File: src/rtl/com_rd_sched_pkg.sv
// Shared widths, dump length and FSM/owner encodings for the com read-port scheduler.
package com_rd_sched_pkg;
  localparam int PARAM_W              = 16;
  localparam int LOG2_NUM_OF_PARAM    = 4;
  localparam int LOG2_PARAM_MEM_DEPTH = 3;
  localparam int ADDR_W               = LOG2_NUM_OF_PARAM + LOG2_PARAM_MEM_DEPTH;
  localparam int DUMP_LEN             = 1 << ADDR_W;
  localparam int CNT_W                = ADDR_W + 1;

  typedef enum logic [1:0] {ST_IDLE, ST_ISSUE, ST_WAIT} sched_st_e;
  typedef enum logic {OWN_HOST, OWN_DUMP} owner_e;
endpackage

File: src/rtl/com_rd_sched_if.sv
// Host, com read port and dump stream signals of com_rd_sched; master = scheduler side.
interface com_rd_sched_if;
  import com_rd_sched_pkg::*;
  logic               hybd_done;
  logic               host_req;
  logic [ADDR_W-1:0]  host_addr;
  logic               host_rdy;
  logic [PARAM_W-1:0] host_data;
  logic               dump_start;
  logic               dump_busy;
  logic               com_req;
  logic [ADDR_W-1:0]  com_addr;
  logic               com_rdy;
  logic [PARAM_W-1:0] com_data;
  logic               m_valid;
  logic               m_ready;
  logic [PARAM_W-1:0] m_data;
  logic               m_last;

  modport master (
    input  hybd_done, host_req, host_addr, dump_start, com_rdy, com_data, m_ready,
    output host_rdy, host_data, dump_busy, com_req, com_addr, m_valid, m_data, m_last
  );
  modport slave (
    output hybd_done, host_req, host_addr, dump_start, com_rdy, com_data, m_ready,
    input  host_rdy, host_data, dump_busy, com_req, com_addr, m_valid, m_data, m_last
  );
endinterface

File: src/rtl/com_dump_ostage.sv
// Single-entry valid/ready output register for the dump stream.
// With COM_DUMP_CHKSUM_EN the running sum is emitted as an extra final word carrying m_last.
module com_dump_ostage
  import com_rd_sched_pkg::*;
(
  input  logic               clk,
  input  logic               reset_n,
  input  logic               clr,
  input  logic               load,
  input  logic [PARAM_W-1:0] data,
  input  logic               last_word,
  input  logic               m_ready,
  output logic               m_valid,
  output logic [PARAM_W-1:0] m_data,
  output logic               m_last
);
  logic pop;
  assign pop = m_valid & m_ready;

`ifdef COM_DUMP_CHKSUM_EN
  logic [PARAM_W-1:0] sum_q;
  logic               sum_pend_q;
  logic               sum_load;
  // the sum word follows the last data word as soon as the register frees up
  assign sum_load = sum_pend_q & (~m_valid | pop);

  always_ff @(posedge clk or negedge reset_n) begin
    if (!reset_n) begin
      sum_q      <= '0;
      sum_pend_q <= 1'b0;
    end else if (clr) begin
      sum_q      <= '0;
      sum_pend_q <= 1'b0;
    end else begin
      if (load) sum_q <= sum_q + data;
      if (load && last_word) sum_pend_q <= 1'b1;
      else if (sum_load)     sum_pend_q <= 1'b0;
    end
  end
`endif

  always_ff @(posedge clk or negedge reset_n) begin
    if (!reset_n) begin
      m_valid <= 1'b0;
      m_data  <= '0;
      m_last  <= 1'b0;
    end else if (clr) begin
      m_valid <= 1'b0;
      m_last  <= 1'b0;
    end else if (load) begin
      m_valid <= 1'b1;
      m_data  <= data;
`ifdef COM_DUMP_CHKSUM_EN
      m_last  <= 1'b0;
`else
      m_last  <= last_word;
`endif
`ifdef COM_DUMP_CHKSUM_EN
    end else if (sum_load) begin
      m_valid <= 1'b1;
      m_data  <= sum_q;
      m_last  <= 1'b1;
`endif
    end else if (pop) begin
      m_valid <= 1'b0;
      m_last  <= 1'b0;
    end
  end
endmodule

File: src/rtl/com_rd_sched.sv
// com_rd_sched: arbitrates the single com read port between host reads and the 128-word auto-dump.
// Build option COM_DUMP_CHKSUM_EN appends a 16-bit checksum word to the dump.
module com_rd_sched
  import com_rd_sched_pkg::*;
(
  input  logic          clk,
  input  logic          reset_n,
  com_rd_sched_if.master bus
);
  sched_st_e          state_q, state_d;
  owner_e             owner_q, rr_q, grant_own;
  logic               grant;
  logic [CNT_W-1:0]   dump_cnt_q;
  logic               dump_busy_q;
  logic               host_rdy_q;
  logic [PARAM_W-1:0] host_data_q;
  logic               m_valid, m_last;
  logic [PARAM_W-1:0] m_data;
  logic               host_elig, dump_elig, start_acc, capture, dump_cap, host_cap;

  // host_rdy cycle still sees host_req high; it must not re-grant the retired request
  assign host_elig = bus.host_req & ~host_rdy_q;
  assign dump_elig = dump_busy_q & ~dump_cnt_q[ADDR_W] & (~m_valid | bus.m_ready);
  assign start_acc = bus.dump_start & ~dump_busy_q;
  assign capture   = (state_q == ST_WAIT) & bus.com_rdy;
  assign dump_cap  = capture & (owner_q == OWN_DUMP);
  assign host_cap  = capture & (owner_q == OWN_HOST);

  always_comb begin
    state_d   = state_q;
    grant     = 1'b0;
    grant_own = owner_q;
    unique case (state_q)
      ST_IDLE: begin
        if (!bus.hybd_done && (host_elig || dump_elig)) begin
          grant     = 1'b1;
          grant_own = (host_elig && dump_elig) ? rr_q : (host_elig ? OWN_HOST : OWN_DUMP);
          state_d   = ST_ISSUE;
        end
      end
      ST_ISSUE: state_d = ST_WAIT;
      ST_WAIT:  if (bus.com_rdy) state_d = ST_IDLE;
      default:  state_d = ST_IDLE;
    endcase
  end

  always_ff @(posedge clk or negedge reset_n) begin
    if (!reset_n) begin
      state_q <= ST_IDLE;
      owner_q <= OWN_HOST;
      rr_q    <= OWN_HOST;
    end else begin
      state_q <= state_d;
      if (grant) begin
        owner_q <= grant_own;
        rr_q    <= (grant_own == OWN_HOST) ? OWN_DUMP : OWN_HOST;
      end
    end
  end

  always_ff @(posedge clk or negedge reset_n) begin
    if (!reset_n) begin
      host_rdy_q  <= 1'b0;
      host_data_q <= '0;
      dump_busy_q <= 1'b0;
      dump_cnt_q  <= '0;
    end else begin
      host_rdy_q <= host_cap;
      if (host_cap) host_data_q <= bus.com_data;
      if (start_acc) begin
        dump_busy_q <= 1'b1;
        dump_cnt_q  <= '0;
      end else begin
        if (dump_cap) dump_cnt_q <= dump_cnt_q + 1'b1;
        if (m_valid && bus.m_ready && m_last) dump_busy_q <= 1'b0;
      end
    end
  end

  always_comb begin
    bus.com_addr = '0;
    if (state_q == ST_ISSUE)
      bus.com_addr = (owner_q == OWN_HOST) ? bus.host_addr : dump_cnt_q[ADDR_W-1:0];
  end

  com_dump_ostage u_ostage (
    .clk       (clk),
    .reset_n   (reset_n),
    .clr       (start_acc),
    .load      (dump_cap),
    .data      (bus.com_data),
    .last_word (&dump_cnt_q[ADDR_W-1:0]),
    .m_ready   (bus.m_ready),
    .m_valid   (m_valid),
    .m_data    (m_data),
    .m_last    (m_last)
  );

  assign bus.com_req   = (state_q == ST_ISSUE);
  assign bus.host_rdy  = host_rdy_q;
  assign bus.host_data = host_data_q;
  assign bus.dump_busy = dump_busy_q;
  assign bus.m_valid   = m_valid;
  assign bus.m_data    = m_data;
  assign bus.m_last    = m_last;
endmodule

File: src/flat_wrapper.sv
// flat-port wrapper written by rule: the top's interface ports become plain ports
module com_rd_sched_flat import com_rd_sched_pkg::*;
  (clk, reset_n, bus_hybd_done, bus_host_req, bus_host_addr, bus_dump_start, bus_com_rdy, bus_com_data, bus_m_ready, bus_host_rdy, bus_host_data, bus_dump_busy, bus_com_req, bus_com_addr, bus_m_valid, bus_m_data, bus_m_last);
  com_rd_sched_if bus_i ();
  input  logic clk;
  input  logic reset_n;
  input wire logic [$bits(bus_i.hybd_done)-1:0] bus_hybd_done;
  input wire logic [$bits(bus_i.host_req)-1:0] bus_host_req;
  input wire logic [$bits(bus_i.host_addr)-1:0] bus_host_addr;
  input wire logic [$bits(bus_i.dump_start)-1:0] bus_dump_start;
  input wire logic [$bits(bus_i.com_rdy)-1:0] bus_com_rdy;
  input wire logic [$bits(bus_i.com_data)-1:0] bus_com_data;
  input wire logic [$bits(bus_i.m_ready)-1:0] bus_m_ready;
  output wire logic [$bits(bus_i.host_rdy)-1:0] bus_host_rdy;
  output wire logic [$bits(bus_i.host_data)-1:0] bus_host_data;
  output wire logic [$bits(bus_i.dump_busy)-1:0] bus_dump_busy;
  output wire logic [$bits(bus_i.com_req)-1:0] bus_com_req;
  output wire logic [$bits(bus_i.com_addr)-1:0] bus_com_addr;
  output wire logic [$bits(bus_i.m_valid)-1:0] bus_m_valid;
  output wire logic [$bits(bus_i.m_data)-1:0] bus_m_data;
  output wire logic [$bits(bus_i.m_last)-1:0] bus_m_last;
  assign bus_i.hybd_done = bus_hybd_done;
  assign bus_i.host_req = bus_host_req;
  assign bus_i.host_addr = bus_host_addr;
  assign bus_i.dump_start = bus_dump_start;
  assign bus_i.com_rdy = bus_com_rdy;
  assign bus_i.com_data = bus_com_data;
  assign bus_i.m_ready = bus_m_ready;
  assign bus_host_rdy = bus_i.host_rdy;
  assign bus_host_data = bus_i.host_data;
  assign bus_dump_busy = bus_i.dump_busy;
  assign bus_com_req = bus_i.com_req;
  assign bus_com_addr = bus_i.com_addr;
  assign bus_m_valid = bus_i.m_valid;
  assign bus_m_data = bus_i.m_data;
  assign bus_m_last = bus_i.m_last;
  com_rd_sched u_core (.clk(clk), .reset_n(reset_n), .bus(bus_i));
endmodule
File: config.mk
export PLATFORM = sky130hd
export DESIGN_NAME = com_rd_sched_flat
export DESIGN_NICKNAME = d
export VERILOG_FILES = /design/src/rtl/com_rd_sched_pkg.sv /design/src/rtl/com_rd_sched_if.sv /design/src/rtl/com_dump_ostage.sv /design/src/rtl/com_rd_sched.sv /design/src/flat_wrapper.sv
export SDC_FILE = /design/constraint.sdc
export NUM_CORES = 1
export LEC_CHECK = 0
export ABC_AREA = 1
export CAP_MARGIN = 20
export CORE_UTILIZATION = 49
export CTS_BUF_LIST = sky130_fd_sc_hd__clkbuf_16
export DETAILED_ROUTE_END_ITERATION = 12
export MAX_ROUTING_LAYER = met4
export PLACE_DENSITY = 0.92
export SYNTH_ARGS = -nofsm -noshare
export SYNTH_HDL_FRONTEND = slang
export SYNTH_SLANG_ARGS = --single-unit
File: constraint.sdc
create_clock -name clk -period 3.2 [get_ports clk]
set_clock_uncertainty 0.2 [all_clocks]
set_input_delay 0.8 -clock clk [delete_from_list [all_inputs] [get_ports clk]]
set_output_delay 0.8 -clock clk [all_outputs]
set_load 0.01 [all_outputs]
# After elaboration in Yosys (flattened, before gate mapping)
# Index checks and enable logic that the tools add are counted.
dict set report classes {
  addsub 1
  mul 0
  div_mod_pow 0
  n_lt_le_gt_ge 0
  eq_ne 4
  shift 0
  mux 21
  bitwise_logic 15
  reduce_logical 13
}
# cell n
set ops {}
lappend ops {{8-bit two-way mux} 2}
lappend ops {{1-bit two-way mux} 14}
lappend ops {{7-bit two-way mux} 2}
lappend ops {{8-bit by 1-bit adder with 8-bit output (second input constant)} 1}
lappend ops {{1-bit AND} 8}
lappend ops {{7-bit AND reduction} 1}
lappend ops {{1-bit NOT} 6}
lappend ops {{2-bit one-hot mux with 3 select lines} 1}
lappend ops {{1-bit logical AND} 4}
lappend ops {{2-bit two-way mux} 2}
lappend ops {{2-bit AND reduction} 2}
lappend ops {{2-bit nonzero test} 2}
lappend ops {{3-bit nonzero test} 1}
lappend ops {{2-bit by 1-bit == test with 1-bit output (second input constant)} 1}
lappend ops {{2-bit == test (second input constant)} 1}
lappend ops {{2-bit logical NOT} 1}
lappend ops {{2-bit by 1-bit inequality test with 1-bit output (second input constant)} 1}
lappend ops {{2-bit inequality test (second input constant)} 1}
lappend ops {{1-bit logical NOT} 1}
lappend ops {{1-bit logical OR} 1}
lappend ops {{1-bit bitwise OR} 1}
dict set report totals {
  register_bits 48
  latchBits 0
  ramBits 0
  mem_bits_ro 0
  n_memories 0
}

# Depth between registers and ports, before layout
dict set report logic_depth {
  depth_word 8
  depth_mapped 8
  mapped_depth_nobuf 8
}

# Hierarchy
# From an unflattened synthesis, not the netlist that was laid out.
dict set report hier_totals {
  hier_cells 261
  area_unflattened_um2 2123.3
}
# module n_inst cells_each area_each_um2 seq_area_each_um2
set modules_own_cells {}
lappend modules_own_cells {com_rd_sched 1 182 1413.9 750.7}
lappend modules_own_cells {com_dump_ostage 1 79 709.4 450.4}

# Least setup slack after synthesis
# Ideal clock, no wire load.
dict set report synth_path {
  kind {input port to output port}
  from {input port bus_host_addr[5]}
  to {output port bus_com_addr[5]}
  arrival_time_ns 1.176
  required_ns 2.200
  slack_ns 1.024
  cell_stages 2
  n_path_buf 0
  cell_sequence {nor2_1 -> a211oi_1}
}
dict set report synth_between {
  elab_chain_len 2
}
# element line_no
set synth_lines {}
lappend synth_lines {{start: declaration} flat_wrapper.sv:9} ;# input wire logic [$bits(bus_i.host_addr)-1:0] bus_host_addr;
lappend synth_lines {{7-bit two-way mux} com_rd_sched.sv:83} ;# bus.com_addr = (owner_q == OWN_HOST) ? bus.host_addr : dump_cnt_q[ADDR_W-1:0];
lappend synth_lines {{7-bit two-way mux} com_rd_sched.sv:82} ;# if (state_q == ST_ISSUE)
lappend synth_lines {{end: declaration} flat_wrapper.sv:18} ;# output wire logic [$bits(bus_i.com_addr)-1:0] bus_com_addr;
# Every way passes these cells.

# Final worst setup path
# Same ends and word-level chain as after synthesis.

==> metrics.csv <==
metric,value,unit
status,"finished, final reports clean",
max-cap violations,0,
Placeable Area,0.00412,mm²
dominant cell type by area after synthesis,dfrtp_1,
initial antenna violation count,0,
f_max,323,MHz
Setup WS post-layout,0.107,ns
DRC errors left,0,
"Hold-fix buffers, CTS",0,
sequential cell area,0.00120,mm²
syn_nets,272,
Final Cell Area,0.00306,mm²
leakage power,1.46,nW
Setup crit start kind,input port,
IO Port Bufs,73,
GRT overflow,0,
Synth cell types,22,
share of layout cells above drive strength 1,13.6,%
initial drt markers,165,
Worst EP arrival,2.09,ns
clk_lat worst skew,0.28,ns
WL per Instance,13.3,µm
top-area cell type share of the netlist area,55.4,%
cells taking the most area after synthesis,"dfrtp_1, nand2_1, o21ai_2, inv_1, o21ai_0",
CTS buffer count,5,
"Period Utilization, post-route",96.7,%
GPL Wtd Cong,0.893,
setup TNS,0,ns
DIE WIDTH,68.5,µm
GR Util All Layers,24.2,%
Core Rows,23,
Pwr Density,833,mW/mm²
Vias,1842,
final net count,347,
Slew Limit Fails,0,
"Top FF cell, synth",dfrtp_1,
ANT nets after route,0,
Initial Util,52.7,%
H-tree depth,2,
pin count of the biggest net entering global routing,49,
First-pass DRT Iterations,4,
first-pass GRT wire length,7980,µm
Final Hold Fails,0,
Final Critical Period,3.09,ns
Setup Buffers After CTS,0,
Die Ht,68.5,µm
pre-CTS setup slack,0.100,ns
peak fanout along the critical path,1,
footprint of the multi-input gates,769,µm²
headroom to the max-slew limit,45.5,%
vias per cell,5.02,
Clock Path Buffers,2,
unrepaired setup endpoints after global routing,no,
Max VDD drop,0.000589,V
I/O Pins,74,
kind of critical path,input port to output port,
commonest cells in the synthesized netlist,"nand2_1, dfrtp_1, inv_1, o21ai_0, o21ai_2",
synthesized area per cell,9.00,µm²
HP Class,register to register,
area post-placement,0.00292,mm²
Synth Cell Area,0.00217,mm²
top-count cell post-synth,nand2_1,
sequential element share of the synthesized area,55.4,%
count of final setup violators,0,
yosys warns,0,
Fill cells,315,
Antenna Cells,0,
DIE AREA,0.00469,mm²
Post-synth EDFFs,0,
Mapped Cells,241,
clock sinks,48,
final WL,4890,µm
Post-synth ARST share,100,%
Worst Path Required,2.20,ns
vias in the first global route,1757,
TritonCTS clock tree,yes,
Synth Register Bits,48,
Synth-to-Final Area Change,41.3,%
Clock Tree Root,clkbuf_16,
post-DP HPWL,3470,µm
clock-pin slew on the worst setup and hold paths,0.06,ns
Worst-Margin Slew,0.817,ns
Worst setup EP type,output port,
-- stage by stage --
step | util, % | power (mW) | cells | hold WS [ns]
floorplan | - | 1.49 | 241 | 0.253
global placement | 71.0 | 2.02 | 359 | 0.266
detailed placement | 71.0 | 2.07 | 359 | 0.267
CTS | 74.4 | 2.57 | 367 | 0.282
global route | 74.4 | 2.72 | 367 | 0.309
finish | 74.4 | 2.55 | 367 | 0.280
-- routing by layer --
| layer | wire length, µm | part of all wire [%] | track usage [%] | up-vias |
|---|---|---|---|---|
| met2 | 2440 | 50 | 39.0 | 62 |
| met5 | 0 | 0 | - | - |
| li1 | - | - | - | 915 |
| met1 | 2040 | 42 | 29.2 | 861 |
| met3 | 385 | 7.9 | 8.39 | 4 |
| met4 | 29 | 0.59 | 5.99 | 0 |
-- registers in the layout, indices dropped and copies added, names as in the netlist, named ones only --
| signal | count |
|---|---|
| u_core.bus.host_rdy | 1 |
| u_core.u_ostage.m_valid | 1 |
| u_core.u_ostage.m_last | 1 |
| u_core.bus.dump_busy | 1 |
| u_core.state_q | 2 |
| u_core.dump_cnt_q | 8 |
| u_core.bus.host_data | 16 |
| u_core.rr_q | 1 |
| u_core.u_ostage.m_data | 16 |
-- area by class of cell --
class                      instances  share of cell area, %
clock buffer                       5                   4.08
clock inverter                     3                  0.449
inverter                          40                   4.90
multi-input combinational        146                   25.1
sequential                        48                   39.2
tap                               50                   2.04
timing repair buffer              75                   24.2
-- worst max-delay path, cell delays in order --
cell,delay (ns)
clkdlybuf4s50_1,0.45
nor2_1,0.04
a211oi_1,0.23
clkdlybuf4s50_1,0.57
-- cell usage in the layout, fill, tap and decap left out --
cell type and n:
nand2_2 10, nand4_2 1, clkdlybuf4s50_1 72, nand3_1 7
a211oi_1 1, nor2_2 2, inv_2 1, o21ai_2 17
xnor2_1 1, a21oi_1 8, or2_2 1, clkinv_2 2
clkinv_1 1, inv_1 39, nand2_1 53, o21ai_0 28
ha_1 1, buf_2 1, nand4_1 5, o22ai_2 1
nor2_1 8, nor3_1 2, dfrtp_1 48, buf_4 2
clkbuf_16 5
-- cell families after synthesis --
group                    count (synthesis)  synth area share [%]
flip-flops                              48                  55.4
AND/OR/NAND/NOR                         89                  18.3
adder cells (fa/ha/maj)                  1                 0.577
AO/OA/AOI/OAI                           55                  16.1
buffers and inverters                   47                  9.23
XOR/XNOR                                 1                 0.404
-- final timing paths --
path                       slack (ns)  depth (start not counted)                       from                    endpoint
setup reg to reg                 1.06                          5                   register  u_core.u_ostage.m_data[11]
min in group asynchronous        0.41                          2                    reset_n        u_core.dump_cnt_q[0]
hold / removal                   0.28                          2  u_core.u_ostage.m_data[1]   u_core.u_ostage.m_data[1]
setup / recovery                 0.11                          4           bus_host_addr[5]             bus_com_addr[5]
max in group asynchronous        2.00                          2                    reset_n     u_core.u_ostage.m_valid
hold reg to reg                  0.28                          2  u_core.u_ostage.m_data[1]   u_core.u_ostage.m_data[1]
-- power by group --
part	internal [mW]	total, mW	switching, mW
clock network	0.284	0.491	0.207
logic	0.563	1.04	0.477
registers	0.839	1.02	0.181
total	1.69	2.55	0.866
-- what timing repair did --
item	in CTS	in global routing
endpoints found under the setup margin	0	1
endpoints found under the hold margin	0	0
gates resized for setup	0	1
Note: power is estimated with default switching activity, not from simulation.
